## config.mk

```make
export PLATFORM = sky130hd
export DESIGN_NAME = uart_rx_cfg
export DESIGN_NICKNAME = d
export VERILOG_FILES = /design/src/rtl/uart_rx_cfg.sv
export SDC_FILE = /design/constraint.sdc
export NUM_CORES = 1
export LEC_CHECK = 0
export CAP_MARGIN = 20
export CORE_UTILIZATION = 45
export DETAILED_ROUTE_END_ITERATION = 10
export GPL_TIMING_DRIVEN = 0
export MAX_ROUTING_LAYER = met4
export PLACE_DENSITY = 0.66
export SYNTH_ARGS = -nofsm -noshare
export SYNTH_HDL_FRONTEND = slang
export SYNTH_SLANG_ARGS = --single-unit
```

## constraint.sdc

```tcl
create_clock -name clk -period 5.3 [get_ports clk]
set_input_delay 1.06 -clock clk [delete_from_list [all_inputs] [get_ports clk]]
set_output_delay 1.06 -clock clk [all_outputs]
set_load 0.02 [all_outputs]
```

## src/rtl/uart_rx_cfg.sv

```systemverilog
// -----------------------------------------------------------------------------
// uart_rx_cfg
//   Parametrised UART receiver. It has an integrated oversampling tick
//   generator and 3-sample majority voting per bit. Parity and stop-bit modes
//   are selected at runtime. Received words go to a single-entry holding
//   register with a valid/ack handshake.
//
// Parameters
//   DATA_BITS   data bits per frame (5..9), LSB first
//   OVERSAMPLE  sample ticks per bit (even, 8..32)
//   DIV_W       width of the divider input
//
// Ports
//   clk          system clock
//   rst_n        asynchronous active-low reset
//   divider      sample tick period minus 1, in clk cycles
//   parity_mode  00/11 none, 01 even, 10 odd (latched at start of frame)
//   two_stop     1 = two stop bits checked (latched at start of frame)
//   rx_line      asynchronous serial input, idle high
//   rx_data      holding register contents
//   rx_valid     holding register full
//   rx_ack       consumer takes the word while rx_valid=1
//   parity_err   1-cycle pulse, parity mismatch
//   frame_err    1-cycle pulse, stop bit sampled low
//   overrun_err  1-cycle pulse, good frame dropped because register full
//   busy         receiver is inside a frame
// -----------------------------------------------------------------------------
module uart_rx_cfg #(
   parameter int DATA_BITS  = 8,
   parameter int OVERSAMPLE = 16,
   parameter int DIV_W      = 16
) (
   input  logic                 clk,
   input  logic                 rst_n,
   input  logic [DIV_W-1:0]     divider,
   input  logic [1:0]           parity_mode,
   input  logic                 two_stop,
   input  logic                 rx_line,
   output logic [DATA_BITS-1:0] rx_data,
   output logic                 rx_valid,
   input  logic                 rx_ack,
   output logic                 parity_err,
   output logic                 frame_err,
   output logic                 overrun_err,
   output logic                 busy
);

   localparam int M  = OVERSAMPLE / 2;
   localparam int SW = $clog2(OVERSAMPLE);
   localparam int BW = $clog2(DATA_BITS + 1);

   localparam logic [SW-1:0] C_PRE  = SW'(M - 1);
   localparam logic [SW-1:0] C_MID  = SW'(M);
   localparam logic [SW-1:0] C_DEC  = SW'(M + 1);
   localparam logic [SW-1:0] C_LAST = SW'(OVERSAMPLE - 1);
   localparam logic [BW-1:0] B_LAST = BW'(DATA_BITS - 1);

   typedef enum logic [2:0] {
      S_IDLE,
      S_START,
      S_DATA,
      S_PARITY,
      S_STOP
   } state_t;

   // registers
   logic                 r_sync1, r_sync2;
   logic [DIV_W-1:0]     r_tick_cnt;
   state_t               r_state;
   logic [SW-1:0]        r_samp_ctr;
   logic [BW-1:0]        r_bit_ctr;
   logic                 r_stop_ctr;
   logic                 r_v0, r_v1;
   logic [DATA_BITS-1:0] r_shift;
   logic                 r_par_bit;
   logic [1:0]           r_par_mode;
   logic                 r_two_stop;
   logic [DATA_BITS-1:0] r_rx_data;
   logic                 r_rx_valid;
   logic                 r_parity_err, r_frame_err, r_overrun_err;

   // combinational next values
   state_t               w_state_next;
   logic [SW-1:0]        w_samp_next;
   logic [BW-1:0]        w_bit_next;
   logic                 w_stop_next;
   logic                 w_v0_next, w_v1_next;
   logic [DATA_BITS-1:0] w_shift_next;
   logic                 w_par_bit_next;
   logic [1:0]           w_par_mode_next;
   logic                 w_two_stop_next;
   logic [DATA_BITS-1:0] w_rx_data_next;
   logic                 w_rx_valid_next;
   logic                 w_parity_err_next, w_frame_err_next, w_overrun_err_next;

   logic                 w_rx_s;
   logic                 w_tick;
   logic                 w_vote;
   logic                 w_par_en;
   logic                 w_par_fail;

   assign w_rx_s = r_sync2;

   // ">=" rather than "==" so that lowering the divider below the current
   // count still produces a wrap at the next compare instead of a long run-out.
   assign w_tick = (r_tick_cnt >= divider);

   // Third sample is the live one on the decision tick.
   assign w_vote = (r_v0 & r_v1) | (r_v0 & w_rx_s) | (r_v1 & w_rx_s);

   assign w_par_en   = (r_par_mode == 2'b01) || (r_par_mode == 2'b10);
   // Even parity expects XOR(data, parity)=0, odd expects 1; mode bit 1 is
   // exactly that expected value for the two enabled encodings.
   assign w_par_fail = ((^r_shift) ^ r_par_bit) != r_par_mode[1];

   always_comb begin
      w_state_next       = r_state;
      w_samp_next        = r_samp_ctr;
      w_bit_next         = r_bit_ctr;
      w_stop_next        = r_stop_ctr;
      w_v0_next          = r_v0;
      w_v1_next          = r_v1;
      w_shift_next       = r_shift;
      w_par_bit_next     = r_par_bit;
      w_par_mode_next    = r_par_mode;
      w_two_stop_next    = r_two_stop;
      w_rx_data_next     = r_rx_data;
      w_rx_valid_next    = r_rx_valid & ~rx_ack;
      w_parity_err_next  = 1'b0;
      w_frame_err_next   = 1'b0;
      w_overrun_err_next = 1'b0;

      if (w_tick) begin
         if (r_state != S_IDLE) begin
            if (r_samp_ctr == C_PRE) w_v0_next = w_rx_s;
            if (r_samp_ctr == C_MID) w_v1_next = w_rx_s;
            w_samp_next = (r_samp_ctr == C_LAST) ? '0 : r_samp_ctr + 1'b1;
         end

         case (r_state)
            S_IDLE: begin
               if (!w_rx_s) begin
                  w_state_next    = S_START;
                  w_samp_next     = '0;
                  w_par_mode_next = parity_mode;
                  w_two_stop_next = two_stop;
               end
            end

            S_START: begin
               if (r_samp_ctr == C_DEC && w_vote) begin
                  // glitch: line was high at mid-bit
                  w_state_next = S_IDLE;
                  w_samp_next  = '0;
               end else if (r_samp_ctr == C_LAST) begin
                  w_state_next = S_DATA;
                  w_bit_next   = '0;
               end
            end

            S_DATA: begin
               if (r_samp_ctr == C_DEC)
                  w_shift_next = {w_vote, r_shift[DATA_BITS-1:1]};
               if (r_samp_ctr == C_LAST) begin
                  w_bit_next = r_bit_ctr + 1'b1;
                  if (r_bit_ctr == B_LAST) begin
                     w_state_next = w_par_en ? S_PARITY : S_STOP;
                     w_stop_next  = 1'b0;
                  end
               end
            end

            S_PARITY: begin
               if (r_samp_ctr == C_DEC)
                  w_par_bit_next = w_vote;
               if (r_samp_ctr == C_LAST) begin
                  w_state_next = S_STOP;
                  w_stop_next  = 1'b0;
               end
            end

            S_STOP: begin
               if (r_samp_ctr == C_DEC) begin
                  if (!w_vote) begin
                     w_frame_err_next = 1'b1;
                     w_state_next     = S_IDLE;
                     w_samp_next      = '0;
                  end else if (r_stop_ctr == r_two_stop) begin
                     // Final stop bit: finish half a bit early so a
                     // back-to-back start edge is not missed.
                     w_state_next = S_IDLE;
                     w_samp_next  = '0;
                     if (w_par_en && w_par_fail) begin
                        w_parity_err_next = 1'b1;
                     end else if (r_rx_valid && !rx_ack) begin
                        w_overrun_err_next = 1'b1;
                     end else begin
                        w_rx_data_next  = r_shift;
                        w_rx_valid_next = 1'b1;
                     end
                  end
               end else if (r_samp_ctr == C_LAST) begin
                  w_stop_next = 1'b1;
               end
            end

            default: begin
               w_state_next = S_IDLE;
               w_samp_next  = '0;
            end
         endcase
      end
   end

   always_ff @(posedge clk or negedge rst_n) begin
      if (!rst_n) begin
         r_sync1       <= 1'b1;
         r_sync2       <= 1'b1;
         r_tick_cnt    <= '0;
         r_state       <= S_IDLE;
         r_samp_ctr    <= '0;
         r_bit_ctr     <= '0;
         r_stop_ctr    <= 1'b0;
         r_v0          <= 1'b0;
         r_v1          <= 1'b0;
         r_shift       <= '0;
         r_par_bit     <= 1'b0;
         r_par_mode    <= 2'b00;
         r_two_stop    <= 1'b0;
         r_rx_data     <= '0;
         r_rx_valid    <= 1'b0;
         r_parity_err  <= 1'b0;
         r_frame_err   <= 1'b0;
         r_overrun_err <= 1'b0;
      end else begin
         r_sync1       <= rx_line;
         r_sync2       <= r_sync1;
         r_tick_cnt    <= w_tick ? '0 : r_tick_cnt + 1'b1;
         r_state       <= w_state_next;
         r_samp_ctr    <= w_samp_next;
         r_bit_ctr     <= w_bit_next;
         r_stop_ctr    <= w_stop_next;
         r_v0          <= w_v0_next;
         r_v1          <= w_v1_next;
         r_shift       <= w_shift_next;
         r_par_bit     <= w_par_bit_next;
         r_par_mode    <= w_par_mode_next;
         r_two_stop    <= w_two_stop_next;
         r_rx_data     <= w_rx_data_next;
         r_rx_valid    <= w_rx_valid_next;
         r_parity_err  <= w_parity_err_next;
         r_frame_err   <= w_frame_err_next;
         r_overrun_err <= w_overrun_err_next;
      end
   end

   assign rx_data     = r_rx_data;
   assign rx_valid    = r_rx_valid;
   assign parity_err  = r_parity_err;
   assign frame_err   = r_frame_err;
   assign overrun_err = r_overrun_err;
   assign busy        = (r_state != S_IDLE);

endmodule
```

==> metrics.csv, run 1 <==
stage,metric,value,unit
clocking,cts_buffers,5,
setup_path,path_class,input port to flop,
power_and_ir_drop,p_int,0.6112,mW
yosys,yosys.cell_types.count,56,
timing,relSlewSlack,0.6612,
yosys,netlist_instances,293,
power_and_ir_drop,p_switching,0.2351,mW
timing,finClkSkew,0.01114,ns
placement,dpl_cell_area,3575,µm²
cells_and_area,syn2layout_area_growth,17.72,%
clocking,cts_max_level,2,
route,ant_nets,0,
yosys,yosys_warnings,0,
min_path,min_path_type,flop to flop,
route,wire_per_inst,13.65,µm
placement,place.port_buffers,35,
timing,slew_violations,0,
cells_and_area,final_common_cell,dfrtp_1,
yosys,syn_nets,337,
timing,fin_crit,3.651,ns
yosys,ys_seq_area_frac,0.4510,
yosys,synth.ff_latch_count,56,
cells_and_area,regArea,1404,µm²
floorplanning,dieArea,7254,µm²
floorplanning,ios,36,
power_and_ir_drop,seq_power_share,0.581,
yosys,syn_avg_cell_area,10.62,µm²
timing,tightest_slew,0.4954,ns
placement,hpwl,4305,µm
clocking,cts_tree,built,
route,drc,0,
timing,fin_setup_tns,0,ns
setup_path,end_kind,flop,
yosys,synth_ff_type,dfrtp_1,
power_and_ir_drop,leakagePower,1.788,nW
timing,finalHoldViolCount,0,
placement,routabilityCongestion,0.8322,
grt,grt_pass1_wl,10450,µm
route,drt_iter0_markers,111,
route,via_per_inst,5.435,
route,vias,2250,
grt,grt.total_usage,0.1858,
clocking,clock_tree.root_cell,clkbuf_8,
clocking,cts.reportedPaths.clkPinSlew,0.10,ns
route,routed_wl,5653,µm
setup_path,cp.required,5.55,ns
grt,antenna_found_initial,0,
cells_and_area,finalCoreUtilization,0.5642,
clocking,post_cts_buffers,0,
cells_and_area,drive_above_1_share,0.08902,
clocking,cts_sinks,56,
clocking,ctsResizeCount,0,
route,first_pass_iters,4,
clocking,postCtsHoldBufs,0,
cells_and_area,fillers,563,
cells_and_area,final_area,3665,µm²
power_and_ir_drop,clockPowerShare,0.275,
power_and_ir_drop,combPwrFrac,0.144,
cells_and_area,fin_nets,380,
clocking,clk_path_buf_depth,2,
run,cap_violations,0,
setup_path,path_max_fanout,10,
power_and_ir_drop,swShare,0.2778,
cells_and_area,layout_common_cells,"54 x dfrtp_1, 34 x clkdlybuf4s50_1, 27 x nor2_1",
floorplanning,die_w,85.17,µm
setup_path,arrival,3.90,ns
timing,rsz0062_at_grt,false,
power_and_ir_drop,max-vdd-ir-drop,0.0001212,V
setup_path,startpoint_type,input port,
grt,grt_max_degree,38,
outcome,status,"complete, no violations",
grt,grt_pass1_vias,2254,
timing,clock.fmax,0.2739,GHz
floorplanning,core_area,6495,µm²
power_and_ir_drop,power_density,230.9,nW/µm²
cells_and_area,antenna_cells,0,
yosys,synth_edf_count,0,
timing,finalCritPeriodShare,0.6889,
grt,overflow,0,
floorplanning,rows,29,
floorplanning,chipHeight,85.17,µm
timing,finalSetupViolCount,0,
yosys,syn_area,3113,µm²
yosys,ys_async_sr_fraction,1.000,
cells_and_area,multi_input_area,1570,µm²
floorplanning,start_util,0.4793,
clocking,worstSkewPairLatency,0.31,ns
[metal layers]
metal  up-vias  track usage  part of all wire
met4         0      0.04622             0.012
met2        29       0.2925              0.46
met1      1098       0.2519              0.51
met3         8      0.03016             0.025
li1       1115            -                 -
met5         -            -                 0
[worst paths after layout]
| kind | from | endpoint | slack, ns | depth (start not counted) |
|---|---|---|---|---|
| hold / removal | r_sync1 | r_sync2 | 0.36 | 0 |
| hold reg to reg | r_sync1 | r_sync2 | 0.36 | 0 |
| max in group asynchronous | rst_n | r_sync1 | 3.97 | 2 |
| setup / recovery | divider[13] | parity_err | 1.65 | 12 |
| setup reg to reg | r_tick_cnt[13] | parity_err | 2.45 | 10 |
| min in group asynchronous | rst_n | r_tick_cnt[4] | 0.69 | 1 |
[stage by stage]
stage	total power [mW]	setup slack (ns)	cells	hold WS [ns]
after floorplan	0.5692	2.265	293	0.3452
final	0.8463	1.649	414	0.3597
after global routing	0.9033	1.444	414	0.3737
after CTS	0.8597	1.667	414	0.3619
after global placement	0.6154	1.396	405	0.3465
after detailed placement	0.6232	1.353	406	0.3479
[critical path, cell delays in order]
cell	delay [ns]
clkdlybuf4s50_1	0.46
inv_1	0.05
ha_1	0.29
and4_1	0.27
nand4_1	0.11
a2111oi_0	0.47
a2111o_1	0.21
buf_2	0.25
buf_4	0.21
buf_2	0.26
nand3_1	0.13
nor2_1	0.13
[state kept, by name (all words and copies together), names as in the netlist, 2 cells and up]
register	flops
r_tick_cnt	16
r_shift	8
rx_data	8
r_bit_ctr	4
r_samp_ctr	4
r_state	3
r_par_mode	2
[final cells by class]
class	count	share of cell area
multi-input combinational	204	0.4285
sequential	56	0.3831
timing repair buffer	36	0.09969
inverter	26	0.02663
tap	77	0.02629
clock buffer	5	0.01878
buffer	7	0.01127
clock inverter	3	0.005804
[Yosys cell counts, types with 3 or more instances]
| cell type | instances | area, µm² |
|---|---|---|
| a22o_1 | 3 | 26.28 |
| mux2_4 | 8 | 120.1 |
| ha_1 | 21 | 262.8 |
| nand2_1 | 14 | 52.55 |
| a21oi_1 | 10 | 50.05 |
| buf_2 | 3 | 15.01 |
| o21ai_0 | 7 | 35.03 |
| dfrtp_1 | 54 | 1351 |
| xor2_1 | 11 | 96.34 |
| nor2b_1 | 3 | 18.77 |
| xnor2_1 | 8 | 70.07 |
| mux2_1 | 14 | 157.7 |
| inv_1 | 25 | 93.84 |
| nand4_1 | 7 | 43.79 |
| and3_1 | 5 | 31.28 |
| nor3_1 | 4 | 20.02 |
| nand2b_1 | 6 | 37.54 |
| nand3_1 | 12 | 60.06 |
| nor2_1 | 27 | 101.4 |
| and2_1 | 3 | 18.77 |
[power by group through the flow]
stage                     registers (mW)  clock network, mW  logic, mW
final                              0.492              0.233      0.122
after global routing               0.497              0.260      0.147
after CTS                          0.491              0.244      0.124
after detailed placement           0.500                  0      0.124
after global placement             0.500                  0      0.116
after floorplan                    0.490                  0     0.0797
[kinds of logic (layout without fill, tap and decap cells)]
family	after synthesis	in the layout	share of synthesized area
XOR/XNOR	20	20	0.06069
flip-flops	56	56	0.4510
adder cells (fa/ha/maj)	22	22	0.08802
buffers and inverters	33	77	0.04461
multiplexers	25	25	0.09928
AND/OR/NAND/NOR	92	92	0.1539
AO/OA/AOI/OAI	45	45	0.1025
(Power assumes the default switching activity.)
==> run 2: changes to the inputs <==
Clock period 5.3 ns to 3.8 ns, I/O delays scaled along.
==> results of run 2 <==
Same layout as run 1 (identical final DEF). Status: complete, no violations.
Among the figures that moved: setup slack after placement 1.353 ns -> 0.1530 ns; setup slack after layout 1.649 ns -> 0.4491 ns; register-to-register setup slack 2.45 ns -> 0.95 ns; total power 0.8463 mW -> 1.180 mW; worst IR drop on VDD 0.0001212 V -> 0.0001691 V
==> run 3: changes to the inputs <==
Settings changed: ABC_AREA set to 1.
==> run 3 against run 2 <==
Against the previous run:
- sequential share of layout area decreased by 2.7 points
- via count is 21% higher
- flip-flop and latch count stayed put
- non-clock buffer count is 2 lower
- maximum frequency is 35% higher
- cell count grew 36%
- largest power group unchanged
- highest routed layer unchanged
==> metrics.csv, run 3 <==
stage,metric,value,unit,change
clocking,clk_path_buf_depth,2,,unchanged
timing,finalCritPeriodShare,0.6515,,
route,wire_per_inst,11.67,µm,-15%
clocking,worstSkewPairLatency,0.32,ns,about the same
route,drt_iter0_markers,165,,+49%
placement,place.port_buffers,35,,unchanged
clocking,cts_max_level,2,,unchanged
clocking,cts_sinks,56,,unchanged
cells_and_area,final_common_cell,nand2_1,,
setup_path,path_max_fanout,10,,unchanged
route,via_per_inst,4.847,,-11%
setup_path,end_kind,flop,,
grt,grt.total_usage,0.1905,,+0.004740
timing,fin_crit,2.476,ns,
yosys,netlist_instances,420,,+43%
yosys,ys_seq_area_frac,0.4182,,-0.03278
grt,overflow,0,,unchanged
cells_and_area,finalCoreUtilization,0.5463,,-0.01794
cells_and_area,layout_common_cells,"107 x nand2_1, 56 x inv_1, 54 x dfrtp_1",,
setup_path,cp.required,4.04,ns,
timing,finalSetupViolCount,0,,unchanged
placement,dpl_cell_area,3846,µm²,+7.6%
yosys,synth_area_leaders,"dfrtp_1 40%, nand2_1 12%, ha_1 7.8%",,
timing,clock.fmax,0.4039,GHz,
placement,hpwl,5071,µm,+18%
yosys,synth_edf_count,0,,unchanged
yosys,syn_area,3357,µm²,+7.8%
cells_and_area,fin_nets,507,,+33%
power_and_ir_drop,power.total,1.847,mW,
yosys,yosys.cell_types.count,36,,-36%
setup_path,slowest_stage,clkdlybuf4s50_1,,
setup_path,cpPeakStageDelay,0.46,ns,about the same
timing,finalHoldViolCount,0,,unchanged
yosys,syn_avg_cell_area,7.993,µm²,-25%
min_path,min_path_cells,0,,unchanged
floorplanning,dieArea,7809,µm²,+7.7%
grt,grt_pass1_wl,11230,µm,+7.5%
setup_path,r2r-start,r_tick_cnt[10],,
clocking,cts.reportedPaths.clkPinSlew,0.10,ns,about the same
cells_and_area,antenna_cells,0,,unchanged
yosys,ys_async_sr_fraction,1.000,,unchanged
floorplanning,ios,36,,unchanged
setup_path,startpoint_type,input port,,
setup_path,path_class,input port to flop,,
setup_path,ff2ff_path_depth,10,,unchanged
floorplanning,chipHeight,88.37,µm,+3.8%
floorplanning,start_util,0.4653,,-0.01398
setup_path,rrSetupSlack,1.81,ns,
floorplanning,die_w,88.37,µm,+3.8%
placement,routabilityCongestion,0.8265,,-0.68%
grt,grt_pass1_vias,2583,,+15%
timing,fin_worst_hold_slack,0.3687,ns,+0.009018 ns
timing,tightest_slew,0.6603,ns,+0.1649 ns
timing,rsz0062_at_grt,false,,
yosys,synth_top_area_cell,dfrtp_1,,
route,first_pass_iters,4,,unchanged
clocking,post_cts_buffers,0,,unchanged
power_and_ir_drop,max-vdd-ir-drop,0.0002713,V,
floorplanning,core_area,7214,µm²,+11%
power_and_ir_drop,leakagePower,1.995,nW,+12%
yosys,syn_nets,464,,+38%
yosys,synth.ff_latch_count,56,,unchanged
clocking,clock_tree.root_cell,clkbuf_8,,
min_path,min_to,r_sync2,,
yosys,yosys_warnings,0,,unchanged
route,vias,2729,,+21%
clocking,postCtsHoldBufs,0,,unchanged
cells_and_area,syn2layout_area_growth,17.41,%,
min_path,min_path_type,flop to flop,,
timing,layout_setup_ws,1.324,ns,
cells_and_area,fillers,688,,+22%
setup_path,r2r-end,r_samp_ctr[1],,
cells_and_area,fin_cells,563,,+36%
min_path,min_from,r_sync1,,
floorplanning,rows,31,,+6.9%
grt,antenna_found_initial,0,,unchanged
timing,finClkSkew,0.01103,ns,-0.0001169 ns
clocking,ctsResizeCount,0,,unchanged
yosys,synthTopCellsByCount,"107 x nand2_1, 56 x inv_1, 54 x dfrtp_1",,
run,cap_violations,0,,unchanged
cells_and_area,largest_reg_flops,16,,unchanged
yosys,synth_most_common_cell,nand2_1,,
clocking,cts_buffers,5,,unchanged
placement,dp_slack,0.9969,ns,
route,routed_wl,6572,µm,+16%
route,ant_nets,0,,unchanged
timing,relSlewSlack,0.5598,,-0.1014
cells_and_area,regArea,1404,µm²,unchanged
timing,fin_setup_tns,0,ns,unchanged
clocking,cts_tree,built,,
cells_and_area,drive_above_1_share,0.1293,,+0.04029
cells_and_area,multi_input_area,1679,µm²,+6.9%
yosys,synth_top_area_share,0.4025,,-0.03155
cells_and_area,final_area,3941,µm²,+7.5%
cells_and_area,max_flop_register,r_tick_cnt,,
setup_path,arrival,2.72,ns,
power_and_ir_drop,power_density,468.7,nW/µm²,
grt,grt_max_degree,30,,-21%
outcome,status,"complete, no violations",,
setup_path,crit_chain,"clkdlybuf4s50_1, inv_1, ha_1, a21oi_1, o21ai_0, nor2_2, nand2_4, inv_1, buf_2, o21ai_0, nor2_1",,
yosys,synth_ff_type,dfrtp_1,,
placement,place_inst,555,,+37%
route,drc,0,,unchanged
timing,slew_violations,0,,unchanged
[run 3: cell count changes after synthesis, moves of 8 or more]
| cell | before | now |
|---|---|---|
| inv_1 | 25 | 56 |
| a21oi_1 | 10 | 20 |
| mux2_1 | 14 | 0 |
| nor2_2 | 0 | 8 |
| nand3_1 | 12 | 25 |
| nand2_1 | 14 | 107 |
| o21ai_1 | 2 | 16 |
| mux2_4 | 8 | 0 |
[run 3: cell families after synthesis]
logic type | share of synthesized area
DFF | 0.4182
buffers and inverters | 0.08162
and+or+nand+nor | 0.3153
AOI/OAI and AO/OA | 0.08759
adders and majority gates | 0.08162
xor gates and xnor gates | 0.01565
[run 3: critical path: cells and delay by family]
family / cells / cell delay (ns)
buffers and inverters: 4 / 0.80
AND/OR/NAND/NOR: 3 / 0.43
AO/OA/AOI/OAI: 3 / 0.38
adder cells (fa/ha/maj): 1 / 0.32
[run 3: final cells by class]
cell class	count	area share
Sequential cell	56	0.3562
Multi-Input combinational cell	295	0.4260
Clock inverter	3	0.006667
Inverter	64	0.06095
Timing Repair Buffer	36	0.09270
Clock buffer	5	0.01746
Tap cell	99	0.03143
Buffer	5	0.008571
[run 3: layer usage]
| metal | up-vias | track usage | routed length (µm) |
|---|---|---|---|
| met2 | 37 | 0.3175 | 3017 |
| met3 | 7 | 0.03451 | 169 |
| met5 | - | - | 0 |
| met1 | 1250 | 0.2411 | 3336 |
| li1 | 1435 | - | - |
| met4 | 0 | 0.04399 | 49 |
[run 3: worst max path at each step]
stage                           endpoint  slack (ns)  cells past startpoint   startpoint
after floorplan               rx_data[0]        1.70                     12  divider[11]
after global placement     r_samp_ctr[0]        0.24                      1        rst_n
after detailed placement      r_stop_ctr         1.0                     12  divider[11]
after CTS                 r_tick_cnt[14]        1.33                     11  divider[15]
after global routing       r_tick_cnt[3]        1.13                     15   divider[1]
final                     r_tick_cnt[14]        1.32                     11  divider[15]
[run 3: power breakdown]
part | internal (mW) | leakage (nW) | switching (mW)
clock network | 0.135 | 0.0487 | 0.208
logic | 0.267 | 1.20 | 0.436
registers | 0.692 | 0.744 | 0.109
